**src/rtl/iomem_rr_arbiter_if.sv**
```systemverilog
// rtl/iomem_rr_arbiter_if.sv - picorv32 mem-style iomem request/response bundle
//
// One request channel (valid/addr/wdata/wstrb) and its completion (ready/rdata).
// wstrb == 0 marks a read.
//   master modport : the side that issues requests
//   slave  modport : the side that completes them
interface iomem_rr_arbiter_if #(
    parameter int ADDR_W = 32
);
    logic              valid;
    logic [ADDR_W-1:0] addr;
    logic [31:0]       wdata;
    logic [3:0]        wstrb;
    logic              ready;
    logic [31:0]       rdata;

    modport master (
        output valid, addr, wdata, wstrb,
        input  ready, rdata
    );

    modport slave (
        input  valid, addr, wdata, wstrb,
        output ready, rdata
    );
endinterface

```
**src/rtl/iomem_rr_arbiter.sv**
```systemverilog
// rtl/iomem_rr_arbiter.sv - two-master round-robin arbiter onto one iomem port
//
// Ports:
//   clk, resetn   clock, asynchronous active-low reset
//   m0 (slave)    picosoc iomem master
//   m1 (slave)    secondary master (DMA / test injector)
//   s  (master)   downstream iomem port to the peripheral fabric
//   busy          high while a transaction is in BUSY or RESP
//   owner         index of the granted master, held through IDLE
//   timeout_err   one-cycle watchdog completion pulse
// Optional: IOMEM_RR_ARBITER_TIMEOUT_EN adds a BUSY watchdog of TIMEOUT_CYCLES.
module iomem_rr_arbiter #(
    parameter int ADDR_W         = 32,
    parameter int TIMEOUT_CYCLES = 255
) (
    input  logic               clk,
    input  logic               resetn,
    iomem_rr_arbiter_if.slave  m0,
    iomem_rr_arbiter_if.slave  m1,
    iomem_rr_arbiter_if.master s,
    output logic               busy,
    output logic               owner,
    output logic               timeout_err
);

    typedef enum logic [1:0] {
        IDLE = 2'd0,
        BUSY = 2'd1,
        RESP = 2'd2
    } state_t;

    state_t            state, state_nx;
    logic              last_grant;
    logic              do_grant;
    logic              grant_idx;
    logic              to_fire;
    logic              capture;
    logic [31:0]       cap_data;
    logic [31:0]       rdata0, rdata1;
    logic [ADDR_W-1:0] sel_addr;

`ifdef IOMEM_RR_ARBITER_TIMEOUT_EN
    localparam int CNT_W = ($clog2(TIMEOUT_CYCLES + 1) > 8) ? $clog2(TIMEOUT_CYCLES + 1) : 8;
    localparam logic [CNT_W-1:0] CNT_LIMIT = CNT_W'(TIMEOUT_CYCLES);

    logic [CNT_W-1:0] to_cnt;
    logic             to_err_q;

    // to_cnt holds the number of BUSY cycles already spent with s.ready low;
    // the watchdog fires on the cycle that would exceed the limit, unless
    // s.ready shows up on that very cycle.
    assign to_fire     = (state == BUSY) && !s.ready && (to_cnt == CNT_LIMIT);
    assign timeout_err = to_err_q;

    always_ff @(posedge clk or negedge resetn) begin
        if (!resetn) begin
            to_cnt   <= '0;
            to_err_q <= 1'b0;
        end else begin
            to_err_q <= to_fire;
            if (do_grant) begin
                to_cnt <= '0;
            end else if (state == BUSY && !s.ready && !to_fire) begin
                to_cnt <= to_cnt + 1'b1;
            end
        end
    end
`else
    localparam int timeout_cycles_unused = TIMEOUT_CYCLES;

    assign to_fire     = 1'b0;
    assign timeout_err = 1'b0;
`endif

    assign capture  = (state == BUSY) && (s.ready || to_fire);
    assign cap_data = s.ready ? s.rdata : 32'hDEAD_BEEF;

    // State register and per-transaction bookkeeping.
    always_ff @(posedge clk or negedge resetn) begin
        if (!resetn) begin
            state      <= IDLE;
            last_grant <= 1'b1;
            owner      <= 1'b0;
            rdata0     <= '0;
            rdata1     <= '0;
        end else begin
            state <= state_nx;
            if (do_grant) begin
                owner      <= grant_idx;
                last_grant <= grant_idx;
            end
            // Only the owner's read register ever moves.
            if (capture) begin
                if (owner) begin
                    rdata1 <= cap_data;
                end else begin
                    rdata0 <= cap_data;
                end
            end
        end
    end

    // Next-state and arbitration decision.
    always_comb begin
        state_nx  = state;
        do_grant  = 1'b0;
        grant_idx = 1'b0;
        unique case (state)
            IDLE: begin
                if (m0.valid || m1.valid) begin
                    do_grant = 1'b1;
                    // On a tie the master that did not win last time goes.
                    grant_idx = (m0.valid && m1.valid) ? ~last_grant : m1.valid;
                    state_nx  = BUSY;
                end
            end
            BUSY: begin
                if (capture) begin
                    state_nx = RESP;
                end
            end
            RESP: begin
                state_nx = IDLE;
            end
            default: begin
                state_nx = IDLE;
            end
        endcase
    end

    assign sel_addr = owner ? m1.addr : m0.addr;

    // Outputs decoded from state and owner.
    always_comb begin
        s.valid  = 1'b0;
        s.addr   = '0;
        s.wdata  = '0;
        s.wstrb  = '0;
        m0.ready = 1'b0;
        m1.ready = 1'b0;
        busy     = (state != IDLE);
        if (state == BUSY) begin
            s.valid = 1'b1;
            s.addr  = sel_addr;
            s.wdata = owner ? m1.wdata : m0.wdata;
            s.wstrb = owner ? m1.wstrb : m0.wstrb;
        end
        if (state == RESP) begin
            m0.ready = ~owner;
            m1.ready = owner;
        end
    end

    assign m0.rdata = rdata0;
    assign m1.rdata = rdata1;

endmodule
```
**src/flat_wrapper.sv**
```systemverilog
// flat-port wrapper written by rule: the top's interface ports become plain ports
module iomem_rr_arbiter_flat 
#(
    parameter int ADDR_W         = 32,
    parameter int TIMEOUT_CYCLES = 255
)
  (clk, resetn, busy, owner, timeout_err, m0_valid, m0_addr, m0_wdata, m0_wstrb, m0_ready, m0_rdata, m1_valid, m1_addr, m1_wdata, m1_wstrb, m1_ready, m1_rdata, s_valid, s_addr, s_wdata, s_wstrb, s_ready, s_rdata);
  iomem_rr_arbiter_if #(.ADDR_W(ADDR_W)) m0_i ();
  iomem_rr_arbiter_if #(.ADDR_W(ADDR_W)) m1_i ();
  iomem_rr_arbiter_if #(.ADDR_W(ADDR_W)) s_i ();
  input  logic clk;
  input  logic resetn;
  output logic busy;
  output logic owner;
  output logic timeout_err;
  input wire logic [$bits(m0_i.valid)-1:0] m0_valid;
  input wire logic [$bits(m0_i.addr)-1:0] m0_addr;
  input wire logic [$bits(m0_i.wdata)-1:0] m0_wdata;
  input wire logic [$bits(m0_i.wstrb)-1:0] m0_wstrb;
  output wire logic [$bits(m0_i.ready)-1:0] m0_ready;
  output wire logic [$bits(m0_i.rdata)-1:0] m0_rdata;
  input wire logic [$bits(m1_i.valid)-1:0] m1_valid;
  input wire logic [$bits(m1_i.addr)-1:0] m1_addr;
  input wire logic [$bits(m1_i.wdata)-1:0] m1_wdata;
  input wire logic [$bits(m1_i.wstrb)-1:0] m1_wstrb;
  output wire logic [$bits(m1_i.ready)-1:0] m1_ready;
  output wire logic [$bits(m1_i.rdata)-1:0] m1_rdata;
  output wire logic [$bits(s_i.valid)-1:0] s_valid;
  output wire logic [$bits(s_i.addr)-1:0] s_addr;
  output wire logic [$bits(s_i.wdata)-1:0] s_wdata;
  output wire logic [$bits(s_i.wstrb)-1:0] s_wstrb;
  input wire logic [$bits(s_i.ready)-1:0] s_ready;
  input wire logic [$bits(s_i.rdata)-1:0] s_rdata;
  assign m0_i.valid = m0_valid;
  assign m0_i.addr = m0_addr;
  assign m0_i.wdata = m0_wdata;
  assign m0_i.wstrb = m0_wstrb;
  assign m0_ready = m0_i.ready;
  assign m0_rdata = m0_i.rdata;
  assign m1_i.valid = m1_valid;
  assign m1_i.addr = m1_addr;
  assign m1_i.wdata = m1_wdata;
  assign m1_i.wstrb = m1_wstrb;
  assign m1_ready = m1_i.ready;
  assign m1_rdata = m1_i.rdata;
  assign s_valid = s_i.valid;
  assign s_addr = s_i.addr;
  assign s_wdata = s_i.wdata;
  assign s_wstrb = s_i.wstrb;
  assign s_i.ready = s_ready;
  assign s_i.rdata = s_rdata;
  iomem_rr_arbiter #(.ADDR_W(ADDR_W), .TIMEOUT_CYCLES(TIMEOUT_CYCLES)) u_core (.clk(clk), .resetn(resetn), .m0(m0_i), .m1(m1_i), .s(s_i), .busy(busy), .owner(owner), .timeout_err(timeout_err));
endmodule
```
**config.mk**
```make
export PLATFORM = sky130hd
export DESIGN_NAME = iomem_rr_arbiter_flat
export DESIGN_NICKNAME = d
export VERILOG_FILES = /design/src/rtl/iomem_rr_arbiter_if.sv /design/src/rtl/iomem_rr_arbiter.sv /design/src/flat_wrapper.sv
export SDC_FILE = /design/constraint.sdc
export NUM_CORES = 1
export LEC_CHECK = 0
export BUFFER_PORTS_ARGS = -buffer_cell sky130_fd_sc_hd__buf_2
export CORE_AREA = 10 10 111 113
export DETAILED_ROUTE_END_ITERATION = 10
export DIE_AREA = 0 0 121 123
export MAX_ROUTING_LAYER = met4
export PLACE_DENSITY = 0.79
export SETUP_SLACK_MARGIN = 0.1
export SYNTH_ARGS = -nofsm -noshare
export SYNTH_HDL_FRONTEND = slang
export SYNTH_SLANG_ARGS = --single-unit
```
**constraint.sdc**
```tcl
create_clock -name clk -period 3.1 [get_ports clk]
set_clock_uncertainty 0.2 [all_clocks]
set_input_delay 0.31 -clock clk [delete_from_list [all_inputs] [get_ports clk]]
set_output_delay 0.31 -clock clk [all_outputs]
set_load 0.05 [all_outputs]
```
==> reports/metrics.csv, run 1 <==
stage,metric,value,unit
synthesis,synthTopCellsByCount,"nor2_1 (69), mux2i_1 (68), dfrtp_1 (67)",
floorplanning,ios,311,
setup_path,r2r_cells,3,
clock_tree,cts_resized,0,
place,dp_slack,0.747,ns
floorplanning,rows,37,
final_layout,drive_gt1_share,63.2,%
sta,relSlewSlack,45.3,%
final_layout,final_util,56.9,%
setup_path,critPathMaxStageDelay,0.73,ns
min_path,hp-class,in -> reg,
sta,finalMaxSlewViolations,0,
final_layout,instances_no_fill,773,
power,p_per_area,1290,nW/um^2
final_layout,fill_cells,863,
clock_tree,clock_path_buffers,2,
synthesis,yosys.cell_count.top_type,nor2_1,
power,leakagePower,3.23,nW
sta,tightestPinTransition,0.820,ns
clock_tree,clkTransAtPathRegs,0.09,ns
synthesis,synth_area_leader_cell,dfrtp_1,
clock_tree,cts_tree,yes,
floorplanning,core_area,10100,um^2
synthesis,ys_seq_elements,68,
synthesis,synthDistinctLibCells,26,
final_layout,nets,801,
place,routabilityCongestion,0.998,
place,dpl.hpwl,13400,um
sta,setup-violations-final,0,
synthesis,synth_top_area_share,44.0,%
sta,clock.fmax,369,MHz
floorplanning,die_area,14900,um^2
synthesis,syn-num-nets,484,
global_routing,grt_max_degree,70,
final_layout,stdcell_area,5770,um^2
flow_run,cap_violations,0,
global_routing,grt_pass1_vias,4045,
place,portBuffers,309,
floorplanning,fp.dieW,121,um
min_path,hold_depth,2,
setup_path,end_kind,primary output,
global_routing,grt.overflow.total,0,
clock_tree,clock_latency,0.34,ns
floorplanning,die_h,123,um
drt,drc,0,
sta,grt_setup_unrepaired,false,
setup_path,cp_slowest_cell,dfrtp_4,
run_status,status,completed,
global_routing,grt_antenna_before_repair,4,
synthesis,ys_seq_area_share,44.7,%
setup_path,worstSetupPathType,reg -> out,
setup_path,cp_max_fo,29,
drt,drt-initial-drc-count,239,
clock_tree,post_cts_buffers,0,
synthesis,yosysWarningCount,0,
setup_path,cp.required,2.59,ns
synthesis,synthArstFlopShare,100,%
place,postPlaceCellArea,5380,um^2
drt,vias,3676,
sta,layout_setup_ws,0.392,ns
global_routing,grt_use_total,21.1,%
place,place_inst,736,
drt,viasPerCell,4.76,
final_layout,area_delta_synth_final,51.5,%
clock_tree,root_buffer,clkbuf_8,
power,peakVddDrop,644,uV
drt,wl_per_cell,20.8,um
setup_path,crit_path_cell_trace,buf_4 > mux2i_1 > nor2_1 > buf_2,
synthesis,synth_edf_count,0,
sta,fin_tns_setup,0,ns
clock_tree,clock-sinks,68,
floorplanning,initial_core_util,37.6,%
sta,layout_min_cycle_time,2.71,ns
global_routing,grt_pass1_wl,23700,um
drt,wl,16100,um
sta,whs,0.0169,ns
synthesis,avgSynthCellArea,12.2,um^2
drt,dr.pass1.iters,4,
clock_tree,htreeDepth,3,
sta,hold_viol,0,
drt,ant_nets,0,
sta,period_share,87.3,%
clock_tree,numCtsBuffers,9,
synthesis,yosys-top-cells-area,"dfrtp_1 (44%), mux2i_1 (18%), mux2_4 (12%), mux2_2 (9.5%), nor2_1 (6.8%)",
setup_path,start_kind,flip-flop,
power,fin_total_pwr,7.45,mW
synthesis,synthesis.area,3810,um^2
synthesis,ys.flop_type,dfrtp_1,
synthesis,syn_inst,311,
setup_path,arrival,2.20,ns
## layer usage
layer | part of all wire, % | up-vias | GRT usage, %
met2 | 50 | 206 | 35.7
li1 | - | 1717 | -
met1 | 40 | 1739 | 23.4
met4 | 0.74 | 0 | 4.68
met5 | 0 | - | -
met3 | 9.1 | 14 | 7.61
## where the power goes
part | switching [mW] | internal [mW] | leakage, nW
combinational | 3.59 | 1.43 | 2.32
clock | 0.375 | 0.385 | 0.0988
sequential | 0.333 | 1.34 | 0.806
total | 4.30 | 3.16 | 3.23
## cells by family after synthesis
family,synth area share (%)
AO/OA/AOI/OAI,0.657
buffers and inverters,5.16
flip-flops,44.7
multiplexers,39.8
other,0.0985
AND/OR/NAND/NOR,9.60
## path summary, 6_finish.rpt
kind,from,endpoint,slack [ns]
max in group asynchronous,resetn,u_core.m1.rdata[8],1.47
min reg2reg,u_core.m1.rdata[9],u_core.m1.rdata[9],0.30
min,s_rdata[20],u_core.m0.rdata[20],0.02
max reg2reg,u_core.owner,u_core.m0.rdata[31],0.84
min in group asynchronous,resetn,u_core.m0.rdata[9],0.40
max,u_core.owner,s_addr[11],0.39
## layout make-up
type                    instances  area, um^2  share of cell area, %
multi-input cells             216        1910                   33.1
well taps                     136         170                   2.95
clock inverters                 7        82.6                   1.43
repair buffers                332        1760                   30.5
flip-flops and latches         68        1710                   29.6
inverters                       1        3.75                 0.0651
diodes                          4        10.0                  0.173
clock buffers                   9         124                   2.15
## layout by cell type (no fill, tap or decap), types with 3 or more instances in the layout
cell type,instances
mux2_4,30
nor2_1,69
clkbuf_8,9
buf_2,309
buf_4,6
dfrtp_1,66
dlygate4sd3_1,17
inv_6,3
mux2_2,32
diode_2,4
mux2i_1,68
## state kept, by name, summed over array words and instances, names as in the netlist
register / count
u_core.owner: 1
u_core.m0.rdata: 32
u_core.state: 2
u_core.last_grant: 1
u_core.m1.rdata: 32
## worst max-delay path, delay by kind of cell (launching register included)
kind,cells,cell delay (ns)
buffers and inverters,2,0.75
flip-flops,1,0.73
multiplexers,1,0.30
AND/OR/NAND/NOR,1,0.06
## what timing repair did
action	CTS	global route
endpoints found under the hold margin	55	2
hold buffers	16	1
setup endpoints to repair	0	0
Power figures use the tool's default switching activity.
==> inputs of run 2 (changes only) <==
- REMOVE_ABC_BUFFERS: unset -> 1
==> reports/metrics.csv, run 2 (synthesized netlist as in run 1, its figures left out) <==
stage,metric,value,unit,change
run_status,status,completed,,
global_routing,grt_max_degree,58,,-17%
final_layout,fill_cells,868,,+0.58%
setup_path,arrival,2.04,ns,-0.16 ns
drt,wl_per_cell,23.5,um,+13%
clock_tree,numCtsBuffers,9,,unchanged
floorplanning,ios,311,,unchanged
floorplanning,die_h,123,um,unchanged
drt,ant_nets,0,,unchanged
sta,finalMaxSlewViolations,0,,unchanged
setup_path,cp_max_fo,25,,-14%
floorplanning,die_area,14900,um^2,unchanged
drt,viasPerCell,4.84,,+1.8%
sta,clock.fmax,392,MHz,+6.3%
drt,drt-initial-drc-count,194,,-19%
global_routing,grt_pass1_vias,4006,,-0.96%
clock_tree,clock-sinks,68,,unchanged
final_layout,nets,795,,-0.75%
setup_path,cp.required,2.59,ns,about the same
clock_tree,post_cts_buffers,0,,unchanged
drt,vias,3722,,+1.3%
global_routing,grt_antenna_before_repair,6,,+2
min_path,hp-class,in -> reg,,
global_routing,grt.overflow.total,0,,unchanged
global_routing,grt_use_total,23.8,%,+2.7 points
final_layout,mostFrequentLayoutCells,"buf_2 (309), nor2_1 (69), mux2i_1 (68)",,
flow_run,cap_violations,0,,unchanged
clock_tree,clkTransAtPathRegs,0.07,ns,-0.02 ns
sta,tightestPinTransition,0.769,ns,-0.0515 ns
power,leakagePower,3.22,nW,-0.33%
setup_path,start_kind,flip-flop,,
place,portBuffers,309,,unchanged
drt,dr.pass1.iters,5,,+1
setup_path,crit_path_cell_trace,buf_4 > mux2i_1 > nor2_1 > buf_2,,
clock_tree,clock_latency,0.33,ns,about the same
drt,drc,0,,unchanged
clock_tree,root_buffer,clkbuf_8,,
setup_path,critPathMaxStageDelay,0.69,ns,-0.04 ns
sta,hold_viol,0,,unchanged
sta,fin_tns_setup,0,ns,unchanged
place,routabilityCongestion,1.04,,+4.5%
floorplanning,core_area,10100,um^2,unchanged
global_routing,grt_pass1_wl,25700,um,+8.4%
sta,grt_setup_unrepaired,false,,
sta,whs,0.0159,ns,-0.00105 ns
final_layout,drive_gt1_share,63.8,%,+0.60 points
power,peakVddDrop,760,uV,+18%
place,place_inst,736,,unchanged
floorplanning,fp.dieW,121,um,unchanged
final_layout,final_common_cell,buf_2,,
floorplanning,rows,37,,unchanged
place,dpl.hpwl,15400,um,+15%
sta,layout_min_cycle_time,2.55,ns,-0.160 ns
clock_tree,cts_tree,yes,,
sta,relSlewSlack,48.7,%,+3.4 points
clock_tree,clock_path_buffers,2,,unchanged
drt,wl,18100,um,+12%
setup_path,worstSetupPathType,reg -> out,,
floorplanning,initial_core_util,37.6,%,unchanged
setup_path,end_kind,primary output,,
sta,setup-violations-final,0,,unchanged
final_layout,instances_no_fill,769,,-0.52%
clock_tree,htreeDepth,3,,unchanged
power,p_per_area,1300,nW/um^2,+0.83%
setup_path,cp_slowest_cell,dfrtp_4,,
sta,period_share,82.2,%,-5.1 points
final_layout,area_delta_synth_final,50.5,%,
-- run 2: changes by cell type in the layout (fill, tap and decap cells not counted) --
cell	change
diode_2	+2
buf_4	-2
inv_6	-2
buf_12	+2
clkinv_2	+2
clkinvlp_4	-2
clkinv_4	+3
dlygate4sd3_1	-6
inv_8	-1
-- run 2: critical path, delay by kind of cell, from the launching register on --
kind | cells | cell delay (ns)
buffers and inverters | 2 | 0.62
muxes | 1 | 0.31
and+or+nand+nor | 1 | 0.08
DFF | 1 | 0.69
-- run 2: routing by layer --
metal | GRT usage (%) | vias up | part of all wire [%]
li1 | - | 1711 | -
met1 | 23.4 | 1753 | 35
met2 | 41.4 | 222 | 51
met3 | 8.48 | 36 | 9.1
met4 | 11.1 | 0 | 4.2
met5 | - | - | 0
-- run 2: path summary, 6_finish.rpt --
path / from / endpoint / slack (ns) / cells after the start
hold reg to reg: u_core.m1.rdata[10] / u_core.m1.rdata[10] / 0.30 / 1
setup reg to reg: u_core.owner / u_core.m0.rdata[31] / 0.88 / 3
max in group asynchronous: resetn / u_core.m1.rdata[27] / 1.65 / 3
hold / removal: s_rdata[9] / u_core.m1.rdata[9] / 0.02 / 2
setup / recovery: u_core.owner / s_addr[27] / 0.55 / 4
min in group asynchronous: resetn / u_core.m0.rdata[18] / 0.39 / 2
-- run 2: through the flow --
step           setup WS [ns]  power [mW]  area, um^2  util, %
4_1_cts                0.524        7.53        5710     56.3
3_5_place_dp           0.885        6.78        5410     53.3
2_1_floorplan          -1.56        5.58        3610        -
6_report               0.552        7.47        5730     56.5
5_1_grt                0.453        7.78        5730     56.5
3_3_place_gp           0.902        6.67        5410     53.3
-- run 2: cell type report --
cell class / instances / area (um^2) / share of cell area [%]
Multi-Input combinational cell: 216 / 1910 / 33.3
Timing Repair Buffer: 326 / 1730 / 30.1
Sequential cell: 68 / 1710 / 29.8
Tap cell: 136 / 170 / 2.97
Clock buffer: 9 / 124 / 2.16
Clock inverter: 7 / 75.1 / 1.31
Antenna cell: 6 / 15.0 / 0.262
Inverter: 1 / 3.75 / 0.0655
-- run 2: repair_timing --
| item | 4_1_cts | 5_1_grt |
|---|---|---|
| gates resized for setup | 0 | 0 |
| endpoints found under the hold margin | 39 | 1 |
| hold buffers | 10 | 1 |
-- run 2: report_power, final --
part / switching [mW] / internal [mW]
logic: 3.61 / 1.44
clock network: 0.341 / 0.375
registers: 0.353 / 1.34
==> inputs of run 3 (changes only) <==
- CORE_AREA: 10 10 111 113 -> unset
- CORE_MARGIN: unset -> 10
- CORE_UTILIZATION: unset -> 36
- DIE_AREA: 0 0 121 123 -> unset
- clock period: 3.1 -> 2.3 ns (I/O delays scaled with it)
==> reports/metrics.csv, run 3 (synthesized netlist as in run 1, its figures left out) <==
stage,metric,value,unit,change
sta,period_share,94.0,%,
global_routing,use_met3,6.24,%,-2.2 points
place,dpl.hpwl,15000,um,-2.2%
power,p_per_area,1710,nW/um^2,+31%
setup_path,end_kind,primary output,,
clock_tree,htreeDepth,3,,unchanged
final_layout,nets,826,,+3.9%
global_routing,grt_util_met2,42.6,%,+1.2 points
floorplanning,initial_core_util,36.9,%,-0.67 points
min_path,hp-class,in -> reg,,
global_routing,grt_use_met1,25.2,%,+1.8 points
final_layout,final_common_cell,buf_2,,
drt,drt-initial-drc-count,309,,+59%
final_layout,area_delta_synth_final,66.4,%,
drt,vias,3822,,+2.7%
clock_tree,clock_latency,0.33,ns,about the same
global_routing,grt_pass1_vias,4128,,+3.0%
drt,ant_nets,0,,unchanged
place,postPlaceCellArea,5450,um^2,+0.74%
global_routing,grt_use_total,24.0,%,+0.24 points
final_layout,instances_no_fill,799,,+3.9%
setup_path,cp_max_fo,8,,-68%
drt,drc,0,,unchanged
sta,layout_min_cycle_time,2.16,ns,
floorplanning,die_h,123,um,-0.13%
clock_tree,cts_tree,yes,,
setup_path,start_kind,flip-flop,,
drt,viasPerCell,4.78,,-1.2%
global_routing,grt_pass1_wl,26000,um,+1.4%
global_routing,grt_max_degree,42,,-28%
setup_path,r2r_slack,0.21,ns,-0.67 ns
sta,finalMaxSlewViolations,0,,unchanged
place,routabilityCongestion,1.02,,-2.3%
global_routing,grt_antenna_before_repair,5,,-1
final_layout,drive_gt1_share,64.4,%,+0.64 points
floorplanning,core_area,10300,um^2,+1.8%
floorplanning,ios,311,,unchanged
sta,relSlewSlack,51.4,%,+2.7 points
sta,hold_viol,0,,unchanged
setup_path,cp.required,1.87,ns,-0.72 ns
clock_tree,clock_path_buffers,2,,unchanged
sta,grt_setup_unrepaired,true,,
floorplanning,fp.dieW,123,um,+1.5%
place,place_inst,738,,+0.27%
drt,wl,18900,um,+4.8%
clock_tree,clock-sinks,68,,unchanged
flow_run,cap_violations,0,,unchanged
run_status,status,completed,,
final_layout,mostFrequentLayoutCells,"buf_2 (279), nor2_1 (68), dfrtp_1 (64)",,
sta,clock.fmax,462,MHz,
power,leakagePower,3.38,nW,+5.2%
drt,wl_per_cell,23.7,um,+0.83%
global_routing,busiest_layer,met2,,
sta,fin_tns_setup,0,ns,unchanged
global_routing,grt.overflow.total,0,,unchanged
power,peakVddDrop,957,uV,+26%
sta,setup-violations-final,0,,unchanged
setup_path,worstSetupPathType,reg -> out,,
floorplanning,rows,37,,unchanged
sta,tightestPinTransition,0.728,ns,-0.0404 ns
floorplanning,die_area,15100,um^2,+1.4%
clock_tree,clkTransAtPathRegs,0.07,ns,about the same
final_layout,stdcell_area,6330,um^2,+11%
place,portBuffers,309,,unchanged
drt,dr.pass1.iters,4,,-1
power,fin_total_pwr,10.8,mW,+45%
clock_tree,root_buffer,clkbuf_8,,
clock_tree,numCtsBuffers,9,,unchanged
setup_path,arrival,1.73,ns,-0.31 ns
## run 3: timing repair
item / in CTS / in global routing
setup endpoints to repair: 61 / 43
buffers inserted: 0 / 2
gates resized for setup: 23 / 35
pin swaps: 0 / 0
hold endpoints to repair: 93 / 0
hold buffers: 34 / 0
gates cloned: 0 / 4
## run 3: area by class of cell
class,count,area [um^2]
fill,835,3990
tap,136,170
sequential,68,1710
clock inverter,5,58.8
clock buffer,11,151
inverter,1,3.75
antenna,5,12.5
multi-input combinational,216,2020
timing repair buffer,357,2210
## run 3: worst max-delay path: stages, from the launching register on
cell	delay [ns]
dfrtp_4	0.59
buf_16	0.20
mux2i_4	0.21
nor2_1	0.14
buf_4	0.24
## run 3: worst paths after layout
kind,cells past startpoint,to,from
max,4,s_addr[9],u_core.owner
min,3,u_core.last_grant,m0_valid
max reg2reg,3,u_core.m1.rdata[10],u_core.owner
min reg2reg,1,u_core.m1.rdata[11],u_core.m1.rdata[11]
max in group asynchronous,3,u_core.m1.rdata[16],resetn
min in group asynchronous,2,u_core.m0.rdata[6],resetn
## run 3: per-layer routing
| metal | wire length (um) | vias up |
|---|---|---|
| li1 | - | 1766 |
| met1 | 6740 | 1808 |
| met2 | 9930 | 219 |
| met3 | 1680 | 29 |
| met4 | 586 | 0 |
| met5 | 0 | - |
## run 3: per-stage QoR
stage	hold slack (ns)	util (%)	setup slack (ns)
floorplan	-0.266	-	-2.36
global placement	0.106	52.8	0.243
detailed placement	0.124	52.8	0.237
CTS	0.00762	59.0	0.0649
global route	0.0242	61.4	0.0835
finish	0.0256	61.4	0.137
## run 3: power breakdown
part / total (mW) / leakage [nW] / switching [mW] / internal [mW]
Sequential: 2.25 / 0.804 / 0.441 / 1.81
Clock: 1.03 / 0.102 / 0.468 / 0.562
Combinational: 7.55 / 2.48 / 5.16 / 2.39
